<file path="src/rtl/char_lcd_ctrl.sv">
// char_lcd_ctrl: drives an HD44780-compatible 2x16 character LCD in 4-bit,
// write-only mode. Performs the power-on init, configures the panel, then
// writes line 1 and line 2 from a 32-character string image and idles.
// A refresh pulse in the idle state rewrites both lines without re-init.
//
// Ports:
//   i_clk      system clock
//   i_rst      synchronous active-high reset, restarts from power-up
//   i_strdata  32 ASCII chars, char k = i_strdata[255-8k -: 8]
//   i_refresh  single-cycle request to rewrite both lines (idle only)
//   o_busy     high whenever the controller is not idle
//   o_lcd_e    LCD enable strobe
//   o_lcd_rs   register select (0 command, 1 data)
//   o_lcd_rw   always 0
//   o_lcd_dat  data nibble DB7..DB4
module char_lcd_ctrl #(
    parameter int T_PWRUP = 750000,
    parameter int T_INIT1 = 205000,
    parameter int T_INIT2 = 5000,
    parameter int T_CMD   = 2000,
    parameter int T_CLEAR = 82000,
    parameter int T_EH    = 12,
    parameter int T_SU    = 2,
    parameter int T_NIB   = 50
) (
    input  logic         i_clk,
    input  logic         i_rst,
    input  logic [255:0] i_strdata,
    input  logic         i_refresh,
    output logic         o_busy,
    output logic         o_lcd_e,
    output logic         o_lcd_rs,
    output logic         o_lcd_rw,
    output logic [3:0]   o_lcd_dat
);
    localparam int CW = 24;

    typedef enum logic [2:0] {
        S_PWRUP, S_INIT, S_CFG, S_ADDR1, S_LINE1, S_ADDR2, S_LINE2, S_DONE
    } state_t;

    // Per-nibble phases: setup, enable high, inter-nibble gap, post-write wait
    typedef enum logic [1:0] {PH_SU, PH_EH, PH_GAP, PH_POST} phase_t;

    state_t          r_state, w_state_nx;
    phase_t          r_ph, w_ph_nx;
    logic [3:0]      r_step, w_step_nx;
    logic            r_hi, w_hi_nx;
    logic [CW-1:0]   r_cnt, w_cnt_nx;
    logic [7:0]      r_byte, w_byte_nx;
    logic            r_rs, w_rs_nx;
    logic [255:0]    r_buf, w_buf_nx;
    logic            w_start;
    logic [CW-1:0]   w_post;

    // Byte to send for a given operation; init steps only use the high nibble
    function automatic logic [7:0] op_byte(input state_t s, input logic [3:0] step,
                                           input logic [255:0] img);
        logic [7:0] v;
        v = 8'h00;
        case (s)
            S_INIT:  v = (step == 4'd3) ? 8'h20 : 8'h30;
            S_CFG: begin
                case (step[1:0])
                    2'd0:    v = 8'h28;
                    2'd1:    v = 8'h06;
                    2'd2:    v = 8'h0C;
                    default: v = 8'h01;
                endcase
            end
            S_ADDR1: v = 8'h80;
            S_ADDR2: v = 8'hC0;
            S_LINE1: v = img[8'd255 - {1'b0, step, 3'b000} -: 8];
            S_LINE2: v = img[8'd255 - {1'b1, step, 3'b000} -: 8];
            default: v = 8'h00;
        endcase
        return v;
    endfunction

    function automatic logic [CW-1:0] op_post(input state_t s, input logic [3:0] step);
        logic [CW-1:0] v;
        v = CW'(T_CMD);
        if (s == S_INIT && step == 4'd0)      v = CW'(T_INIT1);
        else if (s == S_INIT && step == 4'd1) v = CW'(T_INIT2);
        else if (s == S_CFG && step == 4'd3)  v = CW'(T_CLEAR);
        return v;
    endfunction

    always_ff @(posedge i_clk) begin
        if (i_rst) begin
            r_state <= S_PWRUP;
            r_ph    <= PH_SU;
            r_step  <= '0;
            r_hi    <= 1'b1;
            r_cnt   <= '0;
            r_byte  <= '0;
            r_rs    <= 1'b0;
            r_buf   <= '0;
        end else begin
            r_state <= w_state_nx;
            r_ph    <= w_ph_nx;
            r_step  <= w_step_nx;
            r_hi    <= w_hi_nx;
            r_cnt   <= w_cnt_nx;
            r_byte  <= w_byte_nx;
            r_rs    <= w_rs_nx;
            r_buf   <= w_buf_nx;
        end
    end

    always_comb begin
        w_state_nx = r_state;
        w_ph_nx    = r_ph;
        w_step_nx  = r_step;
        w_hi_nx    = r_hi;
        w_cnt_nx   = r_cnt + CW'(1);
        w_byte_nx  = r_byte;
        w_rs_nx    = r_rs;
        w_buf_nx   = r_buf;
        w_start    = 1'b0;
        w_post     = op_post(r_state, r_step);

        case (r_state)
            S_PWRUP: begin
                if (r_cnt == CW'(T_PWRUP - 1)) begin
                    w_state_nx = S_INIT;
                    w_step_nx  = '0;
                    w_start    = 1'b1;
                end
            end
            S_DONE: begin
                w_cnt_nx = '0;
                if (i_refresh) begin
                    w_state_nx = S_ADDR1;
                    w_step_nx  = '0;
                    w_buf_nx   = i_strdata;
                    w_start    = 1'b1;
                end
            end
            default: begin
                case (r_ph)
                    PH_SU: begin
                        if (r_cnt == CW'(T_SU - 1)) begin
                            w_ph_nx  = PH_EH;
                            w_cnt_nx = '0;
                        end
                    end
                    PH_EH: begin
                        if (r_cnt == CW'(T_EH - 1)) begin
                            w_cnt_nx = '0;
                            // init writes are a lone high nibble: no low half
                            w_ph_nx  = (r_hi && r_state != S_INIT) ? PH_GAP : PH_POST;
                        end
                    end
                    PH_GAP: begin
                        if (r_cnt == CW'(T_NIB - 1)) begin
                            w_ph_nx  = PH_SU;
                            w_hi_nx  = 1'b0;
                            w_cnt_nx = '0;
                        end
                    end
                    default: begin
                        if (r_cnt == w_post - CW'(1)) begin
                            w_start   = 1'b1;
                            w_step_nx = r_step + 4'd1;
                            case (r_state)
                                S_INIT:  if (r_step == 4'd3) begin w_state_nx = S_CFG; w_step_nx = '0; end
                                S_CFG: begin
                                    if (r_step == 4'd3) begin
                                        w_state_nx = S_ADDR1;
                                        w_step_nx  = '0;
                                        // snapshot so later strdata changes cannot tear the panel
                                        w_buf_nx   = i_strdata;
                                    end
                                end
                                S_ADDR1: begin w_state_nx = S_LINE1; w_step_nx = '0; end
                                S_LINE1: if (r_step == 4'd15) begin w_state_nx = S_ADDR2; w_step_nx = '0; end
                                S_ADDR2: begin w_state_nx = S_LINE2; w_step_nx = '0; end
                                S_LINE2: begin
                                    if (r_step == 4'd15) begin
                                        w_state_nx = S_DONE;
                                        w_step_nx  = '0;
                                        w_start    = 1'b0;
                                        w_cnt_nx   = '0;
                                    end
                                end
                                default: ;
                            endcase
                        end
                    end
                endcase
            end
        endcase

        // New operation: present its high nibble and rs, then count setup
        if (w_start) begin
            w_ph_nx   = PH_SU;
            w_hi_nx   = 1'b1;
            w_cnt_nx  = '0;
            w_byte_nx = op_byte(w_state_nx, w_step_nx, w_buf_nx);
            w_rs_nx   = (w_state_nx == S_LINE1) || (w_state_nx == S_LINE2);
        end
    end

    assign o_busy    = (r_state != S_DONE);
    assign o_lcd_e   = (r_ph == PH_EH);
    assign o_lcd_rs  = r_rs;
    assign o_lcd_rw  = 1'b0;
    assign o_lcd_dat = r_hi ? r_byte[7:4] : r_byte[3:0];
endmodule

</file>
<file path="config.mk">
export PLATFORM = sky130hd
export DESIGN_NAME = char_lcd_ctrl
export DESIGN_NICKNAME = d
export VERILOG_FILES = /design/src/rtl/char_lcd_ctrl.sv
export SDC_FILE = /design/constraint.sdc
export NUM_CORES = 1
export LEC_CHECK = 0
export ABC_AREA = 1
export CORE_MARGIN = 2
export CORE_UTILIZATION = 50
export CTS_BUF_LIST = sky130_fd_sc_hd__clkbuf_8
export DETAILED_ROUTE_END_ITERATION = 8
export PLACE_DENSITY = 0.76
export RECOVER_POWER = 25
export SLEW_MARGIN = 40
export SYNTH_ARGS = -nofsm -noshare
export SYNTH_HDL_FRONTEND = slang
export SYNTH_SLANG_ARGS = --single-unit
</file>
<file path="constraint.sdc">
create_clock -name i_clk -period 7.8 [get_ports i_clk]
set_input_delay 1.56 -clock i_clk [delete_from_list [all_inputs] [get_ports i_clk]]
set_output_delay 1.56 -clock i_clk [all_outputs]
set_load 0.02 [all_outputs]
</file>
# == Word-level counts from Yosys, hierarchy flattened ==
# Cells that the tools add are included.
# W data, S select, Z words.
# totals
ff_bits,299
out_inout_bits,8
# classes
addsub,5
n_eq_ne,31
n_shift,2
n_mux,51
n_bitwise,1
reduce_logical,18
# ops
op,n
$mux W256,5
$shiftx A263 B9 Y8,2
$pmux W256 S2,1
$mux W24,6
$pmux W24 S3,1
$pmux W24 S2,1
$pmux W8 S6,1
$mux W17,2
$mux W4,7
$add A24 B1 Y24 const B,1
$eq A24 B1 Y1 const B,1
$eq A24 B20 Y1 const B,1
$eq A24 B24 Y1,1
$eq A24 B4 Y1 const B,1
$eq A24 B6 Y1 const B,1
$mux W3,8
$sub A24 B1 Y24 const B,1
$eq A3 B3 Y1 const B,7
$mux W18,1
$pmux W3 S6,1
$pmux W6 S3,1
$eq A3 B2 Y1 const B,4
$pmux W4 S3,1
$reduce_or A2 Y1,5
30 further kinds,47

# == Depth between registers and ports, before layout ==
# depth
word_depth,13
ltp_mapped,27
ltp_nobuf,25

# == Worst setup path after synthesis ==
# Ideal clock, no wire load.
# synth_path
kind,input to register
start,in i_refresh
end,reg r_byte[3]
t_arrival_ns,3.074
required_time_ns,7.688
path_slack_ns,4.614
stages,15
cell_sequence,nor2_1 -> inv_1 -> nand2_1 -> inv_1 -> o21ai_0 -> nand3_4 -> nor2_2 -> buf_2 -> nand2_1 -> nor2_1 -> nor2_1 -> nand2_1 -> nand3_1 -> nand2_1 -> nand2_1
# synth_via
elab_chain_cells,5
word_cells_on_any_way,23
cone_classes,add/sub (2); eq/ne (8); shift (2); mux (10); reduce/logical (1)
# synth_lines
element,line,text
from (decl),29,"input logic i_refresh,"
$mux W4,133,if (i_refresh) begin
$pmux W4 S2,123,case (r_state)
$sub A8 B8 Y8 (tied with other cells),74,"S_LINE2: v = img[8'd255 - {1'b1, step, 3'b000} -: 8];"
$shiftx A263 B9 Y8 (tied with other cells),74,
$pmux W8 S6,61,case (s)
to (signal assigned),105,r_byte <= w_byte_nx;
to (decl),50,"logic [7:0] r_byte, w_byte_nx;"
# Parallel ways exist; a longest one is shown, timed or not.
# A chain may end at the register's enable or synchronous reset.

# == Worst setup path after layout ==
# layout_path
start,in i_refresh
end,reg r_byte[7]
# layout_via
elab_chain_cells,5
word_cells_on_any_way,19
cone_classes,add/sub (2); eq/ne (6); shift (2); mux (9)
# layout_lines
element,line
$mux W4,133
$pmux W4 S2,123
$sub A8 B8 Y8 / $sub A8 B7 Y8 (equally long branches),"74, 73"
"$shiftx A263 B9 Y8, on equally long branches","74, 73"
$pmux W8 S6,61
# Parallel ways exist; a longest one is shown, timed or not.

==> impl_metrics.py <==
metrics = {
    "cells_and_area": {
        "fillers": 4042,
        "drive_gt1_share_pct": 4.749,
        "syn_to_final_growth_pct": 17.55,
        "final_nets": 4021,
        "finish.instance_area_um2": 25180,
        "antenna_cells": 0,
    },
    "grt": {
        "grt_pass1_wl_um": 113800,
        "grt_pass1_vias": 21380,
        "grt_remaining_overflow": 0,
        "antenna_found_initial": 0,
        "grt_max_degree": 170,
        "track_usage_pct": 31.59,
    },
    "min_path": {
        "hp-class": "reg2reg",
        "min_from": "r_byte[5]",
        "min_to": "r_byte[5]",
        "hold_depth": 2,
    },
    "setup_path": {
        "cp.arrival_ps": 6330,
        "cp_slowest_stage_delay_ps": 2260,
        "cp_max_fo": 64,
        "cp-startpoint": "i_refresh",
        "cp_cell_sequence": "dlygate4sd3_1 -> nor2_1 -> inv_1 -> nand2_2 -> clkbuf_1 -> a22oi_1 -> nand2_1 -> nand2_1 -> nand2_1 -> nand3_1 -> nand3_1 -> nand2_1 -> nor2_1 -> nand2_1 -> nand3_1 -> nand2_1 -> nand2_1",
        "crit_path_frequent_cell": "nand2_1",
        "slowest_stage": "clkbuf_1",
        "worstPathBufferInverterCount": 3,
        "worst-r2r-cell-count": 22,
        "cp-start-kind": "input pin",
        "cp_top_family": "buffers and inverters",
        "required_ps": 8390,
        "worst_r2r_startpoint": "r_step[0]",
        "r2r_slack_ps": 2480,
        "reg2reg_to": "r_byte[6]",
        "cp-end-kind": "flop",
        "critPathKind": "in2reg",
    },
    "yosys": {
        "ys.flop_type": "dfxtp_1",
        "syn_area_um2": 21420,
        "synth_warnings": 0,
        "synth.distinct_cells": 45,
        "ys_seq_area_share_pct": 27.95,
        "synth_enable_flop_cells": 0,
        "ys_async_sr_fraction_pct": 0,
        "syn_area_per_cell_um2": 5.874,
        "ys_ff_latch": 299,
        "netlist_instances": 3646,
        "syn-num-nets": 3914,
    },
    "sta": {
        "setup_viol": 0,
        "rsz0062_at_grt": "no",
        "slew_headroom_pct": -116.6,
        "layout_setup_ws_ps": 2056,
        "fin_tns_setup_ps": 0,
        "drv_slew": 85,
        "timing.final.crit_share_pct": 73.64,
        "worstMarginPinSlew_ps": 3249,
        "hold_viol": 0,
        "hold-worst-slack_ps": 462.4,
        "period_minus_slack_ps": 5744,
        "fmaxAchievable_mhz": 174.1,
        "skew_ps": 25.81,
    },
    "clock_tree": {
        "htree_levels": 2,
        "cts_resized": 0,
        "hold_buffers": 0,
        "clk_path_buf_depth": 3,
        "path_clk_slew_ps": 60,
        "cts.sinks": 299,
        "clock_latency_ps": 660,
        "cts_setup_buffers": 0,
        "cts_buffers": 56,
        "root_buffer": "clkbuf_8",
        "cts_tree": "yes",
    },
    "run_status": {
        "status": "complete, but fails checks",
        "violations": "max-capacitance violations, max-slew violations",
    },
    "drt": {
        "first_pass_iters": 6,
        "drc": 0,
        "wl_per_cell_um": 16.78,
        "routed_wl_um": 72640,
        "num_vias": 24030,
        "drt_iter0_drc": 3103,
        "avgViaCountPerCell": 5.551,
        "drtAntennaViolNets": 0,
    },
    "power": {
        "peakVddDrop_mv": 0.09871,
        "p_leak_nw": 11.86,
        "power_density_nw_per_um2": 131.6,
    },
    "place": {
        "dp_worst_setup_slack_ps": 2807,
        "place_area_um2": 24130,
        "globalplace.congestion": 0.9609,
        "port-buffer-count": 265,
        "place_hpwl_um": 48460,
    },
    "job": {
        "cap_violations": 2,
    },
    "floorplanning": {
        "core_area_um2": 42130,
        "die-area_um2": 44500,
        "initial_core_util_pct": 50.83,
        "core.rowCount": 75,
        "dieWidth_um": 211.0,
        "io_pins": 267,
        "dieHeight_um": 211.0,
    },
}
-- cells in the mapped netlist (6+ instances only) --
| cell | instances | area share, % |
|---|---|---|
| nand2_2 | 6 | 0.18 |
| nor2_2 | 8 | 0.23 |
| o21ai_1 | 35 | 0.82 |
| dfxtp_1 | 299 | 28 |
| a21oi_1 | 206 | 4.8 |
| buf_1 | 31 | 0.54 |
| nor2_1 | 192 | 3.4 |
| nand4_1 | 73 | 2.1 |
| nand2_1 | 947 | 17 |
| xor2_1 | 9 | 0.37 |
| nor4_1 | 7 | 0.20 |
| o21bai_1 | 48 | 1.7 |
| inv_1 | 696 | 12 |
| clkbuf_1 | 130 | 2.3 |
| nand3_1 | 492 | 11 |
| nor3_1 | 16 | 0.37 |
| inv_2 | 13 | 0.23 |
| a22oi_1 | 64 | 2.2 |
| o211ai_2 | 40 | 2.3 |
| o22ai_1 | 186 | 5.4 |
| o21ai_0 | 24 | 0.56 |
| ha_1 | 9 | 0.53 |
| buf_4 | 7 | 0.25 |
| buf_2 | 75 | 1.8 |
-- through the flow --
stage	instances	power (W)	util, %
final	4329	0.003314	59.75
after global routing	4329	0.003410	59.75
after CTS	4329	0.003326	59.88
after detailed placement	4234	0.001786	57.27
after global placement	4227	0.001787	56.88
after floorplan	3646	0.001614	-
-- where the power goes --
part           internal, W  switching (W)  total, W
Sequential         0.00153     0.00000130   0.00153
Clock             0.000850       0.000707   0.00156
Combinational     0.000125       0.000102  0.000226
Total              0.00250       0.000810   0.00331
-- how the worst max path moves through the flow --
stage | cells after the start | end | slack (ps)
CTS | 24 | r_byte[2] | 3010
detailed placement | 18 | r_byte[2] | 2810
global placement | 18 | r_byte[2] | 2800
finish | 17 | r_byte[7] | 2060
global route | 17 | r_byte[7] | 1700
floorplan | 15 | r_byte[3] | 4610
-- worst min-delay path, delay by kind of cell (launching register included) --
kind	cells	cell delay (ps)
AND/OR/NAND/NOR	2	100
flip-flops	1	310
-- registers in the layout, summed over array words and instances (netlist names) --
register	count
r_hi	1
r_ph	2
r_cnt	24
r_byte	8
r_buf	256
o_lcd_rs	1
r_step	4
r_state	3
-- logic make-up (layout without fill, tap and decap cells) --
kind of cell             Yosys count  in the layout  synth area share [%]
AO/OA/AOI/OAI                    617            617                 18.39
XOR/XNOR                          11             11                0.4499
adder cells (fa/ha/maj)            9              9                0.5258
buffers and inverters            955           1099                 17.37
flip-flops                       299            299                 27.95
other                              1              1               0.01751
AND/OR/NAND/NOR                 1754           1754                 35.30
-- layout by cell type, fill, tap and decap left out, drive strengths merged, types with 40 or more instances in the layout --
master,Yosys,routed
a22oi,64,64
nand2,953,953
o211ai,40,40
inv,709,732
o22ai,186,186
o21ai,60,60
clkdlybuf4s50,0,262
nor2,204,204
dfxtp,299,299
nand4,73,73
clkbuf,130,71
a21oi,208,208
o21bai,49,49
nand3,497,497
-- per-layer routing --
metal,wire length (µm),track usage [%],vias to the layer above,part of all wire [%]
met2,31680,48.11,1221,44
met5,0,0,-,0
li1,-,-,11890,-
met4,3154,14.04,0,4.3
met1,30950,44.14,10750,43
met3,6861,4.877,170,9.4
-- cell type report --
cell class | count | area [µm²] | share of cell area (%)
clock buffers | 69 | 949.7 | 3.772
clock inverters | 26 | 151.4 | 0.6014
inverters | 710 | 2673 | 10.62
multi-input cells | 2392 | 11710 | 46.52
flip-flops and latches | 299 | 5986 | 23.78
well taps | 539 | 674.4 | 2.679
repair buffers | 294 | 3029 | 12.03
Power figures use the tool's default switching activity.
